## config.mk

```make
export PLATFORM = sky130hd
export DESIGN_NAME = nco_sweep_ctrl_flat
export DESIGN_NICKNAME = d
export VERILOG_FILES = /design/src/rtl/nco_sweep_ctrl_if.sv /design/src/rtl/nco_sweep_ctrl.sv /design/src/flat_wrapper.sv
export SDC_FILE = /design/constraint.sdc
export NUM_CORES = 1
export LEC_CHECK = 0
export CAP_MARGIN = 10
export CORE_UTILIZATION = 40
export DETAILED_ROUTE_END_ITERATION = 8
export DONT_BUFFER_PORTS = 1
export RECOVER_POWER = 100
export SKIP_LAST_GASP = 1
export SLEW_MARGIN = 10
export SYNTH_ARGS = -nofsm -noshare
export SYNTH_HDL_FRONTEND = slang
export SYNTH_SLANG_ARGS = --single-unit
```

## constraint.sdc

```tcl
create_clock -name clk -period 6 [get_ports clk]
set_input_delay 1.2 -clock clk [delete_from_list [all_inputs] [get_ports clk]]
set_output_delay 1.2 -clock clk [all_outputs]
set_load 0.01 [all_outputs]
```

## src/rtl/nco_sweep_ctrl_if.sv

```systemverilog
// Tuning-word stream from the sweep controller (master) to the NCO core (slave).
interface nco_sweep_ctrl_if #(
    parameter int FTW_W = 32
);
    logic [FTW_W-1:0] ftw_out;
    logic             ftw_valid;
    logic             ftw_ready;

    modport master (output ftw_out, output ftw_valid, input ftw_ready);
    modport slave  (input ftw_out, input ftw_valid, output ftw_ready);
endinterface

```

## src/rtl/nco_sweep_ctrl.sv

```systemverilog
// Linear FTW sweep generator: steps start_ftw toward stop_ftw, holding each word for a dwell time.
// Build macro NCO_SWEEP_LOOP_EN: repeat the sweep until abort instead of finishing once.
module nco_sweep_ctrl #(
    parameter int FTW_W   = 32,
    parameter int STEP_W  = 16,
    parameter int DWELL_W = 16
) (
    input  logic               clk,
    input  logic               rst,
    input  logic               start,
    input  logic               abort,
    input  logic [FTW_W-1:0]   start_ftw,
    input  logic [FTW_W-1:0]   stop_ftw,
    input  logic [STEP_W-1:0]  step,
    input  logic [DWELL_W-1:0] dwell,
    input  logic               dir_down,
    nco_sweep_ctrl_if.master   ftw_if,
    output logic               busy,
    output logic               done
);

    typedef enum logic [1:0] {
        ST_IDLE   = 2'd0,
        ST_ISSUE  = 2'd1,
        ST_DWELL  = 2'd2,
        ST_FINISH = 2'd3
    } state_t;

    localparam logic [DWELL_W-1:0] DWELL_ONE = {{(DWELL_W-1){1'b0}}, 1'b1};

    state_t             state_r;
    state_t             state_nxt_s;
    logic [FTW_W-1:0]   cur_r;
    logic [FTW_W-1:0]   cur_nxt_s;
    logic               last_r;
    logic               last_nxt_s;
    logic [DWELL_W-1:0] cnt_r;
    logic [DWELL_W-1:0] cnt_nxt_s;
    logic [FTW_W-1:0]   stop_r;
    logic [STEP_W-1:0]  step_r;
    logic [DWELL_W-1:0] dwell_r;
    logic               dir_down_r;
`ifdef NCO_SWEEP_LOOP_EN
    logic [FTW_W-1:0]   start_r;
    logic               degen_r;
`endif
    logic               ftw_valid_r;
    logic               busy_r;
    logic               done_r;
    logic               done_nxt_s;
    logic               start_go_s;
    logic               expire_s;
    logic               degen_s;
    logic [DWELL_W-1:0] dwell_ld_s;
    logic [FTW_W:0]     step_ext_s;
    logic [FTW_W:0]     sum_s;
    logic [FTW_W:0]     diff_s;
    logic [FTW_W-1:0]   adv_ftw_s;
    logic               adv_last_s;

    assign start_go_s = (state_r == ST_IDLE) && start && !abort;
    assign expire_s   = (state_r == ST_DWELL) && (cnt_r == DWELL_ONE);
    assign dwell_ld_s = (dwell_r == {DWELL_W{1'b0}}) ? DWELL_ONE : dwell_r;

    // Configs that can only ever produce the first word
    assign degen_s = (start_ftw == stop_ftw) || (step == {STEP_W{1'b0}}) ||
                     (!dir_down && (start_ftw > stop_ftw)) ||
                     (dir_down && (start_ftw < stop_ftw));

    // Next tuning word with carry/borrow-aware clamp to stop_r
    always_comb begin
        step_ext_s = {{(FTW_W+1-STEP_W){1'b0}}, step_r};
        sum_s      = {1'b0, cur_r} + step_ext_s;
        diff_s     = {1'b0, cur_r} - step_ext_s;
        if (dir_down_r) begin
            if (diff_s[FTW_W] || (diff_s[FTW_W-1:0] <= stop_r)) begin
                adv_ftw_s  = stop_r;
                adv_last_s = 1'b1;
            end else begin
                adv_ftw_s  = diff_s[FTW_W-1:0];
                adv_last_s = 1'b0;
            end
        end else begin
            if (sum_s[FTW_W] || (sum_s[FTW_W-1:0] >= stop_r)) begin
                adv_ftw_s  = stop_r;
                adv_last_s = 1'b1;
            end else begin
                adv_ftw_s  = sum_s[FTW_W-1:0];
                adv_last_s = 1'b0;
            end
        end
    end

    // Control state register
    always_ff @(posedge clk) begin
        if (rst) begin
            state_r <= ST_IDLE;
        end else begin
            state_r <= state_nxt_s;
        end
    end

    // Next-state decode; abort overrides every other event
    always_comb begin
        state_nxt_s = state_r;
        if (abort) begin
            state_nxt_s = ST_IDLE;
        end else begin
            case (state_r)
                ST_IDLE: begin
                    if (start) state_nxt_s = ST_ISSUE;
                    else       state_nxt_s = ST_IDLE;
                end
                ST_ISSUE: begin
                    if (ftw_if.ftw_ready) state_nxt_s = ST_DWELL;
                    else                  state_nxt_s = ST_ISSUE;
                end
                ST_DWELL: begin
                    if (!expire_s) begin
                        state_nxt_s = ST_DWELL;
                    end else begin
`ifdef NCO_SWEEP_LOOP_EN
                        state_nxt_s = ST_ISSUE;
`else
                        state_nxt_s = last_r ? ST_FINISH : ST_ISSUE;
`endif
                    end
                end
                ST_FINISH: state_nxt_s = ST_IDLE;
                default:   state_nxt_s = ST_IDLE;
            endcase
        end
    end

    // Datapath and output next values
    always_comb begin
        cur_nxt_s  = cur_r;
        last_nxt_s = last_r;
        cnt_nxt_s  = cnt_r;
        done_nxt_s = 1'b0;
        if (abort) begin
            cur_nxt_s = cur_r;
        end else begin
            case (state_r)
                ST_IDLE: begin
                    if (start) begin
                        cur_nxt_s  = start_ftw;
                        last_nxt_s = degen_s;
                    end else begin
                        cur_nxt_s = cur_r;
                    end
                end
                ST_ISSUE: begin
                    if (ftw_if.ftw_ready) cnt_nxt_s = dwell_ld_s;
                    else                  cnt_nxt_s = cnt_r;
                end
                ST_DWELL: begin
                    if (!expire_s) begin
                        cnt_nxt_s = cnt_r - DWELL_ONE;
                    end else if (last_r) begin
                        done_nxt_s = 1'b1;
`ifdef NCO_SWEEP_LOOP_EN
                        // A degenerate config stays a one-word pass on every repetition
                        cur_nxt_s  = start_r;
                        last_nxt_s = degen_r;
`endif
                    end else begin
                        cur_nxt_s  = adv_ftw_s;
                        last_nxt_s = adv_last_s;
                    end
                end
                ST_FINISH: done_nxt_s = 1'b0;
                default:   done_nxt_s = 1'b0;
            endcase
        end
    end

    // Datapath, latched configuration and registered outputs
    always_ff @(posedge clk) begin
        if (rst) begin
            cur_r       <= {FTW_W{1'b0}};
            last_r      <= 1'b0;
            cnt_r       <= {DWELL_W{1'b0}};
            stop_r      <= {FTW_W{1'b0}};
            step_r      <= {STEP_W{1'b0}};
            dwell_r     <= {DWELL_W{1'b0}};
            dir_down_r  <= 1'b0;
`ifdef NCO_SWEEP_LOOP_EN
            start_r     <= {FTW_W{1'b0}};
            degen_r     <= 1'b0;
`endif
            ftw_valid_r <= 1'b0;
            busy_r      <= 1'b0;
            done_r      <= 1'b0;
        end else begin
            cur_r       <= cur_nxt_s;
            last_r      <= last_nxt_s;
            cnt_r       <= cnt_nxt_s;
            ftw_valid_r <= (state_nxt_s == ST_ISSUE);
            busy_r      <= (state_nxt_s == ST_ISSUE) || (state_nxt_s == ST_DWELL);
            done_r      <= done_nxt_s;
            if (start_go_s) begin
                stop_r     <= stop_ftw;
                step_r     <= step;
                dwell_r    <= dwell;
                dir_down_r <= dir_down;
`ifdef NCO_SWEEP_LOOP_EN
                start_r    <= start_ftw;
                degen_r    <= degen_s;
`endif
            end
        end
    end

    assign ftw_if.ftw_out   = cur_r;
    assign ftw_if.ftw_valid = ftw_valid_r;
    assign busy             = busy_r;
    assign done             = done_r;

endmodule
```

## src/flat_wrapper.sv

```systemverilog
// flat-port wrapper written by rule: the top's interface ports become plain ports
module nco_sweep_ctrl_flat 
#(
    parameter int FTW_W   = 32,
    parameter int STEP_W  = 16,
    parameter int DWELL_W = 16
)
  (clk, rst, start, abort, start_ftw, stop_ftw, step, dwell, dir_down, busy, done, ftw_if_ftw_out, ftw_if_ftw_valid, ftw_if_ftw_ready);
  nco_sweep_ctrl_if #(.FTW_W(FTW_W)) ftw_if_i ();
  input  logic clk;
  input  logic rst;
  input  logic start;
  input  logic abort;
  input  logic [FTW_W-1:0] start_ftw;
  input  logic [FTW_W-1:0] stop_ftw;
  input  logic [STEP_W-1:0] step;
  input  logic [DWELL_W-1:0] dwell;
  input  logic dir_down;
  output logic busy;
  output logic done;
  output wire logic [$bits(ftw_if_i.ftw_out)-1:0] ftw_if_ftw_out;
  output wire logic [$bits(ftw_if_i.ftw_valid)-1:0] ftw_if_ftw_valid;
  input wire logic [$bits(ftw_if_i.ftw_ready)-1:0] ftw_if_ftw_ready;
  assign ftw_if_ftw_out = ftw_if_i.ftw_out;
  assign ftw_if_ftw_valid = ftw_if_i.ftw_valid;
  assign ftw_if_i.ftw_ready = ftw_if_ftw_ready;
  nco_sweep_ctrl #(.FTW_W(FTW_W), .STEP_W(STEP_W), .DWELL_W(DWELL_W)) u_core (.clk(clk), .rst(rst), .start(start), .abort(abort), .start_ftw(start_ftw), .stop_ftw(stop_ftw), .step(step), .dwell(dwell), .dir_down(dir_down), .ftw_if(ftw_if_i), .busy(busy), .done(done));
endmodule
```

Word level (Yosys, flattened, before mapping). Index checks and enable logic that the tools add are counted.

Add/sub/neg operators: 3. Eq/ne operators: 12. $lt $le $gt $ge: 4. Multiplexer cells: 25. Bitwise logic cells: 3. Reduce and logical (&&, ||, !) cells: 22.

Operators by type and width (count): $mux 32 (6); $pmux 32 s2 (1); $mux 16 (3); $add 32x16->33 (1); $sub 32x16->33 (1); $eq 32x32->1 (1); $ge 32x32->1 (1); $gt 32x32->1 (1); $le 32x32->1 (1); $logic_not 16->1 (2); $lt 32x32->1 (1); $pmux 16 s2 (1); $eq 16x1->1 const B (1); $sub 16x1->16 const B (1); $mux 1 (8); $mux 2 (4); $ne 2x2->1 const B (4); $pmux 2 s4 (1); $reduce_and 4->1 (2); $eq 2x2->1 const B (3); $logic_or 1x1->1 (6); $logic_and 1x1->1 (5); $reduce_and 5->1 (1); $eq 2x1->1 const B (2); 7 further kinds (11).

Bits of input ports: 102. Logic and storage cells: 80. Register bits after elaboration: 119. Output and inout port bits: 35.

Longest topological paths before layout. Gate-level depths: netlist of the first run.

Depth after elaboration: 8. Gate-level depth with buffers: 22. Mapped depth without buffers: 21.

Least setup slack after synthesis of the first run. No wires, ideal clock.

Kind: reg-to-reg. Start: register u_core.cur_r[1], in the netlist u_core.ftw_if.ftw_out[1]. End: register u_core.cur_r[16], in the netlist u_core.ftw_if.ftw_out[16]. Buffers on the path: 1. Clock period less this slack: 4.719 ns. Path slack: 1.281 ns. Setup time: 0.130 ns. Arrival: 4.589 ns. Stages on the path, launching flop included: 20. Required time: 5.870 ns. Cells stage by stage: dfxtp_1 -> ha_1 -> nor2b_1 -> o31a_1 -> nor4_1 -> nor2_1 -> a21oi_1 -> o21bai_1 -> xnor2_1 -> ha_1 -> nand4_1 -> nor4_1 -> a21boi_0 -> or4b_2 -> a2111oi_0 -> nand4b_1 -> nand2_1 -> clkbuf_1 -> o221ai_1 -> o22ai_1.

Longest elaborated chain between the ends: 8. Elaborated cells on any way between the ends: 12. Those cells by class: add/sub: 2; order compare: 2; mux: 6; reduce/logical: 2.

RTL lines: from (decl) (line nco_sweep_ctrl.sv:33) `logic [FTW_W-1:0] cur_r;`; from (signal assigned) (line nco_sweep_ctrl.sv:181) `cur_r <= {FTW_W{1'b0}};`; from (signal assigned) (line nco_sweep_ctrl.sv:196) `cur_r <= cur_nxt_s;`; $add 32x16->33 / $sub 32x16->33 (equally long branches) (line nco_sweep_ctrl.sv:73, nco_sweep_ctrl.sv:74); $ge 32x32->1 / $le 32x32->1 (equally long branches) (line nco_sweep_ctrl.sv:84, nco_sweep_ctrl.sv:76); $logic_or 1x1->1, on equally long branches (line nco_sweep_ctrl.sv:84, nco_sweep_ctrl.sv:76); $mux 32, on equally long branches (line nco_sweep_ctrl.sv:84, nco_sweep_ctrl.sv:76); $mux 32 (*) (line nco_sweep_ctrl.sv:75) `if (dir_down_r) begin`; $mux 32 (*) (line nco_sweep_ctrl.sv:160) `end else if (last_r) begin`; $mux 32 (*) (line nco_sweep_ctrl.sv:158) `if (!expire_s) begin`; $pmux 32 s2 (*) (line nco_sweep_ctrl.sv:144) `case (state_r)`.

Every way passes the cells marked *; elsewhere a longest branch is shown, timed or not. The select of a mux whose other input is x is not followed. A chain may end at the register's enable or synchronous reset.

Worst setup path in the final report of the first run.
Start: register u_core.cur_r[1], in the netlist u_core.ftw_if.ftw_out[1]. End: register u_core.cur_r[0], in the netlist u_core.ftw_if.ftw_out[0].

The elaborated chain is that of the path after synthesis.

==> reports/metrics.yaml, run 1 <==
sta:
  period_needed_ns: 5.57
  fmax_mhz: 179
  fin_crit_sh_pct: 92.9
  tightestPinTransition_ns: 2.40
  setup_tns_ns: 0
  fin_ws_ns: 0.428
  fin_skew_ns: 0.0206
  max_slew_margin_pct: -60.2
  setup_viol: 0
  hold_violations: 0
  slew_viol_final: 54
  rsz0062_at_grt: "no"
critical_path:
  r2r_cells: 19
  r2r_start: "u_core.ftw_if.ftw_out[1]$_SDFFE_PP0P_"
  path_max_fanout: 8
  path_class: "reg -> reg"
  crit_path_end_kind: "register"
  arrival_ns: 5.89
  r2r_slack_ns: 0.43
  cp.required_ns: 6.32
  timing.rr.end: "u_core.ftw_if.ftw_out[0]$_SDFFE_PP0P_"
  startpoint_type: "register"
power_and_ir_drop:
  p_total_w: 0.00284
  power_density_nw_per_um2: 260
  p_leak_nw: 4.39
  ir_drop_v: 0.000174
floorplanning:
  coreArea_um2: 24600
  row_count: 57
  pin_count: 137
  initial_core_util_pct: 41.3
  die_width_um: 161
  dieHeight_um: 161
  dieArea_um2: 26000
global_route:
  grt_pass1_vias: 9533
  overflow: 0
  globalRouteTotalUtil_pct: 27.2
  grt_max_degree: 111
  grt_pass1_wl_mm: 54.9
  antenna_found_initial: 0
detailed_routing:
  drt_iter0_drc: 941
  viasPerCell: 6.09
  drtPass1Iterations: 6
  wl_per_cell_um: 21.0
  vias: 10300
  finalWirelength_mm: 35.4
  drc: 0
  final_antenna_net_count: 0
min_path:
  hp-class: "reg -> reg"
  min_from: "u_core.dwell_r[0]$_SDFFE_PP0P_"
  hold_path_end: "u_core.dwell_r[0]$_SDFFE_PP0P_"
  hold_depth: 2
placed_design:
  dp_slack_ns: 0.540
  port_buffers: 0
  hpwlAfterDp_mm: 27.1
  place_area_um2: 10400
  place.gp.congestion: 0.940
finish:
  drive_above_1_share_pct: 4.33
  postLayoutCoreUtil_pct: 44.4
  antenna_cells: 0
  area_delta_synth_final_pct: 7.55
  fin_area_um2: 10900
  nets: 1586
logic_synthesis:
  synth-seq-cells: 119
  synth.area.top_cells: "dfxtp_1, ha_1, a21oi_1"
  ys_async_sr_fraction_pct: 0
  yosysMostFrequentCell: "nand2_1"
  synth_cell_types: 67
  synth_edf_count: 0
  ys_seq_area_share_pct: 23.4
  yosysTopAreaCell: "dfxtp_1"
  yosysTopAreaCellShare_pct: 23.4
  synth_flop_cell: "dfxtp_1"
  syn_area_um2: 10200
  postSynthCellCount: 1397
  synth_common_cells: "nand2_1, a21oi_1, ha_1, dfxtp_1"
  yosysWarnings: 0
  syn_avg_cell_area_um2: 7.27
  synth_nets: 1632
clock_network:
  cts_hold_buf: 0
  cts_buffers: 17
  htreeDepth: 4
  clockBufferDepth: 2
  clk_pin_slew_worst_paths_ns: 0.06
  clock_latency_ns: 0.44
  clock-sinks: 119
  tritoncts: "yes"
  root_buffer: "clkbuf_16"
run:
  maxCapViolations: 1
outcome:
  violations: "capacitance limit, slew limit"
  status: "complete, but fails checks"
## report_power, final
group	switching [W]	total, W	internal, W
combinational	0.000584	0.000945	0.000362
sequential	0.0000603	0.000887	0.000827
clock	0.000424	0.00100	0.000580
## cells by family (layout without fill, tap and decap cells)
logic type | count (synthesis) | after routing | share of synthesized area, %
XOR/XNOR | 50 | 50 | 4.31
AO/OA/AOI/OAI | 401 | 401 | 24.6
AND/OR/NAND/NOR | 503 | 503 | 23.7
flip-flops | 119 | 119 | 23.4
multiplexers | 2 | 2 | 0.209
adder cells (fa/ha/maj) | 133 | 133 | 16.5
buffers and inverters | 189 | 156 | 7.14
## registers in the layout, summed over array words and instances (netlist names)
signal and count:
u_core.step_r 16, u_core.state_r 2, u_core.cnt_r 16, u_core.ftw_if.ftw_out 32, u_core.dir_down_r 1, u_core.dwell_r 16, u_core.done 1, u_core.last_r 1
u_core.stop_r 32, u_core.ftw_if.ftw_valid 1, u_core.busy 1
## worst max-delay path, stage by stage, from the launching register on
cell and delay [ns]:
dfxtp_1 0.55, ha_1 0.31, nor2b_1 0.14, o31a_1 0.28, nor4_1 0.39, nor2_1 0.20, a21oi_1 0.19, buf_4 0.17
o21bai_1 0.09, xnor2_1 0.21, ha_1 0.29, nand4_1 0.16, nor4_1 0.11, a21boi_0 0.13, or4b_2 0.69, a2111oi_0 0.39
nand4b_1 0.26, and2_1 0.39, a211oi_1 0.18, o31a_1 0.31
## worst max-delay path by stage
stage          cells after the start                                      to  slack (ns)                                  start
2_1_floorplan                     19  u_core.ftw_if.ftw_out[16]$_SDFFE_PP0P_        1.28  u_core.ftw_if.ftw_out[1]$_SDFFE_PP0P_
3_3_place_gp                      19   u_core.ftw_if.ftw_out[0]$_SDFFE_PP0P_        0.63  u_core.ftw_if.ftw_out[1]$_SDFFE_PP0P_
3_5_place_dp                      19   u_core.ftw_if.ftw_out[0]$_SDFFE_PP0P_        0.54  u_core.ftw_if.ftw_out[0]$_SDFFE_PP0P_
4_1_cts                           19   u_core.ftw_if.ftw_out[0]$_SDFFE_PP0P_        0.51  u_core.ftw_if.ftw_out[0]$_SDFFE_PP0P_
5_1_grt                           20  u_core.ftw_if.ftw_out[22]$_SDFFE_PP0P_        0.03  u_core.ftw_if.ftw_out[0]$_SDFFE_PP0P_
6_report                          19   u_core.ftw_if.ftw_out[0]$_SDFFE_PP0P_        0.43  u_core.ftw_if.ftw_out[1]$_SDFFE_PP0P_
## cell usage in the layout, fill, tap and decap left out, types with 15 or more instances in the layout
cell type,Yosys,routed
nor2b_1,20,20
ha_1,131,131
xnor2_1,34,34
o221ai_1,25,25
and3_1,23,23
a21oi_1,162,162
nand4_1,26,26
o21ai_0,58,58
dfxtp_1,119,119
clkbuf_16,0,17
nor3_1,33,32
nand3_1,29,29
xor2_1,16,16
nand2_1,195,195
buf_4,0,15
inv_1,100,100
o22ai_1,26,26
nor4_1,21,21
nor2_1,100,100
a211oi_1,17,17
## cell type report
cell class | count | area, um^2
Multi-Input combinational cell | 1089 | 7060
Tap cell | 324 | 405
Sequential cell | 119 | 2380
Clock inverter | 11 | 101
Timing Repair Buffer | 23 | 145
Clock buffer | 21 | 450
Inverter | 101 | 379
Fill cell | 2525 | 13700
## routing by layer
layer  vias to the layer above  GRT usage [%]  part of all wire (%)
met3                        56           5.39                   9.0
met1                      4851           37.1                    44
li1                       4938              -                     -
met5                         -              0                     0
met4                         0           8.79                   2.5
met2                       430           43.0                    45
## through the flow
step,hold WS [ns],cells
2_1_floorplan,0.436,1397
3_3_place_gp,0.442,1656
3_5_place_dp,0.447,1656
4_1_cts,0.455,1688
5_1_grt,0.483,1688
6_report,0.457,1688
## timing repair
action                                  4_1_cts  5_1_grt
gates resized for setup                       0        1
buffers inserted                              0        0
endpoints found under the setup margin        0        1
hold endpoints to repair                      0        0
(Power assumes the default switching activity.)
==> inputs of run 2 (changes only) <==
Settings changed: CELL_PAD_IN_SITES_DETAIL_PLACEMENT set to 0, CELL_PAD_IN_SITES_GLOBAL_PLACEMENT set to 2, CORE_UTILIZATION 40 to 37, CTS_CLUSTER_DIAMETER set to 80, PLACE_DENSITY_LB_ADDON set to 0.1, REMOVE_ABC_BUFFERS set to 1.
==> run 2 against run 1 <==
- the run still ends with capacitance limit, slew limit left
- core utilization decreased by 3.3 points
- global-route usage shrank 1.6 points
- cell count increased by 1.4%
- combinational power rose by 5.4%
- count of clock-buffer cells in the layout is 4 lower
- flip-flop and latch count unchanged
- worst setup slack lost 0.20 ns
- clock skew fell by 0.0042 ns
- clock power grew 6%
==> reports/metrics.yaml, run 2 (synthesis gave the netlist of run 1 again) <==
sta:
  fmax_mhz: 173
  setup_tns_ns: 0
  setup_viol: 0
  tightestPinTransition_ns: 3.01
  fin_skew_ns: 0.0164
  hold_violations: 0
  rsz0062_at_grt: "no"
  period_needed_ns: 5.77
  max_slew_margin_pct: -101
  fin_crit_sh_pct: 96.1
  slew_viol_final: 92
critical_path:
  timing.rr.end: "u_core.ftw_if.ftw_out[30]$_SDFFE_PP0P_"
  crit_chain: "ha_1 > nor2b_1 > o31a_1 > nor4_1 > nor2_1 > a21oi_2 > o21bai_1 > xnor2_1 > ha_1 > nand4_1 > nor4_1 > a21boi_0 > or4b_2 > a2111oi_0 > nand4b_1 > buf_4 > nor2b_1 > a221oi_1 > o21ai_0"
  path_max_fanout: 24
  arrival_ns: 6.09
  cp.required_ns: 6.32
  slowest_delay_ns: 0.74
  path_class: "reg -> reg"
  crit_path_end_kind: "register"
  r2r_start: "u_core.ftw_if.ftw_out[1]$_SDFFE_PP0P_"
  cp_slowest_cell: "or4b_2"
  r2r_cells: 19
  r2r_slack_ns: 0.23
  startpoint_type: "register"
placed_design:
  hpwlAfterDp_mm: 26.9
  place_area_um2: 10500
  place.gp.congestion: 0.946
  port_buffers: 0
power_and_ir_drop:
  power_density_nw_per_um2: 266
  ir_drop_v: 0.000181
  p_leak_nw: 4.45
floorplanning:
  row_count: 60
  dieHeight_um: 168
  pin_count: 137
  die_width_um: 168
  initial_core_util_pct: 37.7
  coreArea_um2: 27000
  dieArea_um2: 28100
global_route:
  grt_pass1_vias: 9581
  grt_max_degree: 111
  grt.met1_usage_pct: 34.4
  top_usage_layer: "met2"
  grt_use_met2_pct: 39.0
  antenna_found_initial: 0
  grt_pass1_wl_mm: 55.7
  globalRouteTotalUtil_pct: 25.6
  overflow: 0
  use_met3_pct: 7.28
detailed_routing:
  vias: 9959
  drtPass1Iterations: 5
  finalWirelength_mm: 36.0
  final_antenna_net_count: 0
  wl_per_cell_um: 21.0
  viasPerCell: 5.82
  drc: 0
  drt_iter0_drc: 712
run:
  maxCapViolations: 2
finish:
  fin_area_um2: 11100
  nets: 1592
  mostFrequentLayoutCells: "nand2_1, a21oi_1, ha_1"
  final_common_cell: "nand2_1"
  drive_above_1_share_pct: 5.26
  antenna_cells: 0
  area_delta_synth_final_pct: 8.93
min_path:
  hp-class: "reg -> reg"
  min_from: "u_core.dwell_r[0]$_SDFFE_PP0P_"
  hold_path_end: "u_core.dwell_r[0]$_SDFFE_PP0P_"
  hold_depth: 2
clock_network:
  clockBufferDepth: 2
  htreeDepth: 4
  clock_latency_ns: 0.44
  root_buffer: "clkbuf_16"
  cts_buffers: 17
  clock-sinks: 119
  clk_pin_slew_worst_paths_ns: 0.08
  tritoncts: "yes"
outcome:
  status: "complete, but fails checks"
  violations: "capacitance limit, slew limit"
[run 2: cell count changes in the layout (fill, tap and decap cells not counted), moves of 3 or more]
| cell | before | now |
|---|---|---|
| buf_4 | 15 | 19 |
| clkinv_2 | 3 | 0 |
| clkinv_8 | 0 | 3 |
| clkinvlp_4 | 4 | 1 |
| inv_6 | 1 | 4 |
| inv_8 | 0 | 7 |
[run 2: layout make-up]
class	count	area, um^2
fillers	2885	15900
clock inverters	15	170
inverters	101	379
well taps	341	427
clock buffers	17	425
multi-input cells	1089	7090
flip-flops and latches	119	2380
repair buffers	29	198
[run 2: worst max path at each step]
stage          cells after the start                             startpoint                                endpoint
4_1_cts                           19  u_core.ftw_if.ftw_out[1]$_SDFFE_PP0P_  u_core.ftw_if.ftw_out[30]$_SDFFE_PP0P_
3_3_place_gp                      19  u_core.ftw_if.ftw_out[1]$_SDFFE_PP0P_  u_core.ftw_if.ftw_out[30]$_SDFFE_PP0P_
2_1_floorplan                     18  u_core.ftw_if.ftw_out[1]$_SDFFE_PP0P_   u_core.ftw_if.ftw_out[9]$_SDFFE_PP0P_
3_5_place_dp                      19  u_core.ftw_if.ftw_out[1]$_SDFFE_PP0P_  u_core.ftw_if.ftw_out[30]$_SDFFE_PP0P_
5_1_grt                           19  u_core.ftw_if.ftw_out[1]$_SDFFE_PP0P_  u_core.ftw_if.ftw_out[22]$_SDFFE_PP0P_
6_report                          19  u_core.ftw_if.ftw_out[1]$_SDFFE_PP0P_  u_core.ftw_if.ftw_out[30]$_SDFFE_PP0P_
[run 2: routing by layer]
metal  up-vias  wire length, um
li1       4947                -
met4         0              901
met5         -                0
met1      4681            17100
met2       289            15400
met3        42             2640
[run 2: what timing repair did]
| action | in CTS | in global routing |
|---|---|---|
| gates resized for setup | 0 | 5 |
| endpoints found under the hold margin | 0 | 0 |
| setup buffers | 0 | 0 |
| hold buffers | 0 | 0 |
| endpoints found under the setup margin | 0 | 22 |
[run 2: metrics by stage]
stage / utilization [%] / total power (W) / hold slack, ns / std cells / setup WS [ns]
after floorplan: - / 0.00155 / 0.430 / 1309 / 0.481
after global placement: 38.9 / 0.00189 / 0.442 / 1679 / 0.273
after detailed placement: 38.9 / 0.00188 / 0.449 / 1679 / 0.171
after CTS: 41.1 / 0.00296 / 0.461 / 1711 / 0.150
after global routing: 41.1 / 0.00312 / 0.494 / 1711 / 0.00604
final: 41.1 / 0.00294 / 0.458 / 1711 / 0.231
[run 2: worst max-delay path, delay by kind of cell (launching register included)]
kind / cells / cell delay, ns
AO/OA/AOI/OAI: 7 / 1.73
adder cells (fa/ha/maj): 2 / 0.61
AND/OR/NAND/NOR: 8 / 2.16
buffers and inverters: 1 / 0.37
flip-flops: 1 / 0.55
XOR/XNOR: 1 / 0.23
[run 2: report_power, final]
group	total [W]	internal (W)	switching, W
Combinational	0.000996	0.000372	0.000623
Clock	0.00106	0.000563	0.000500
Sequential	0.000881	0.000826	0.0000551
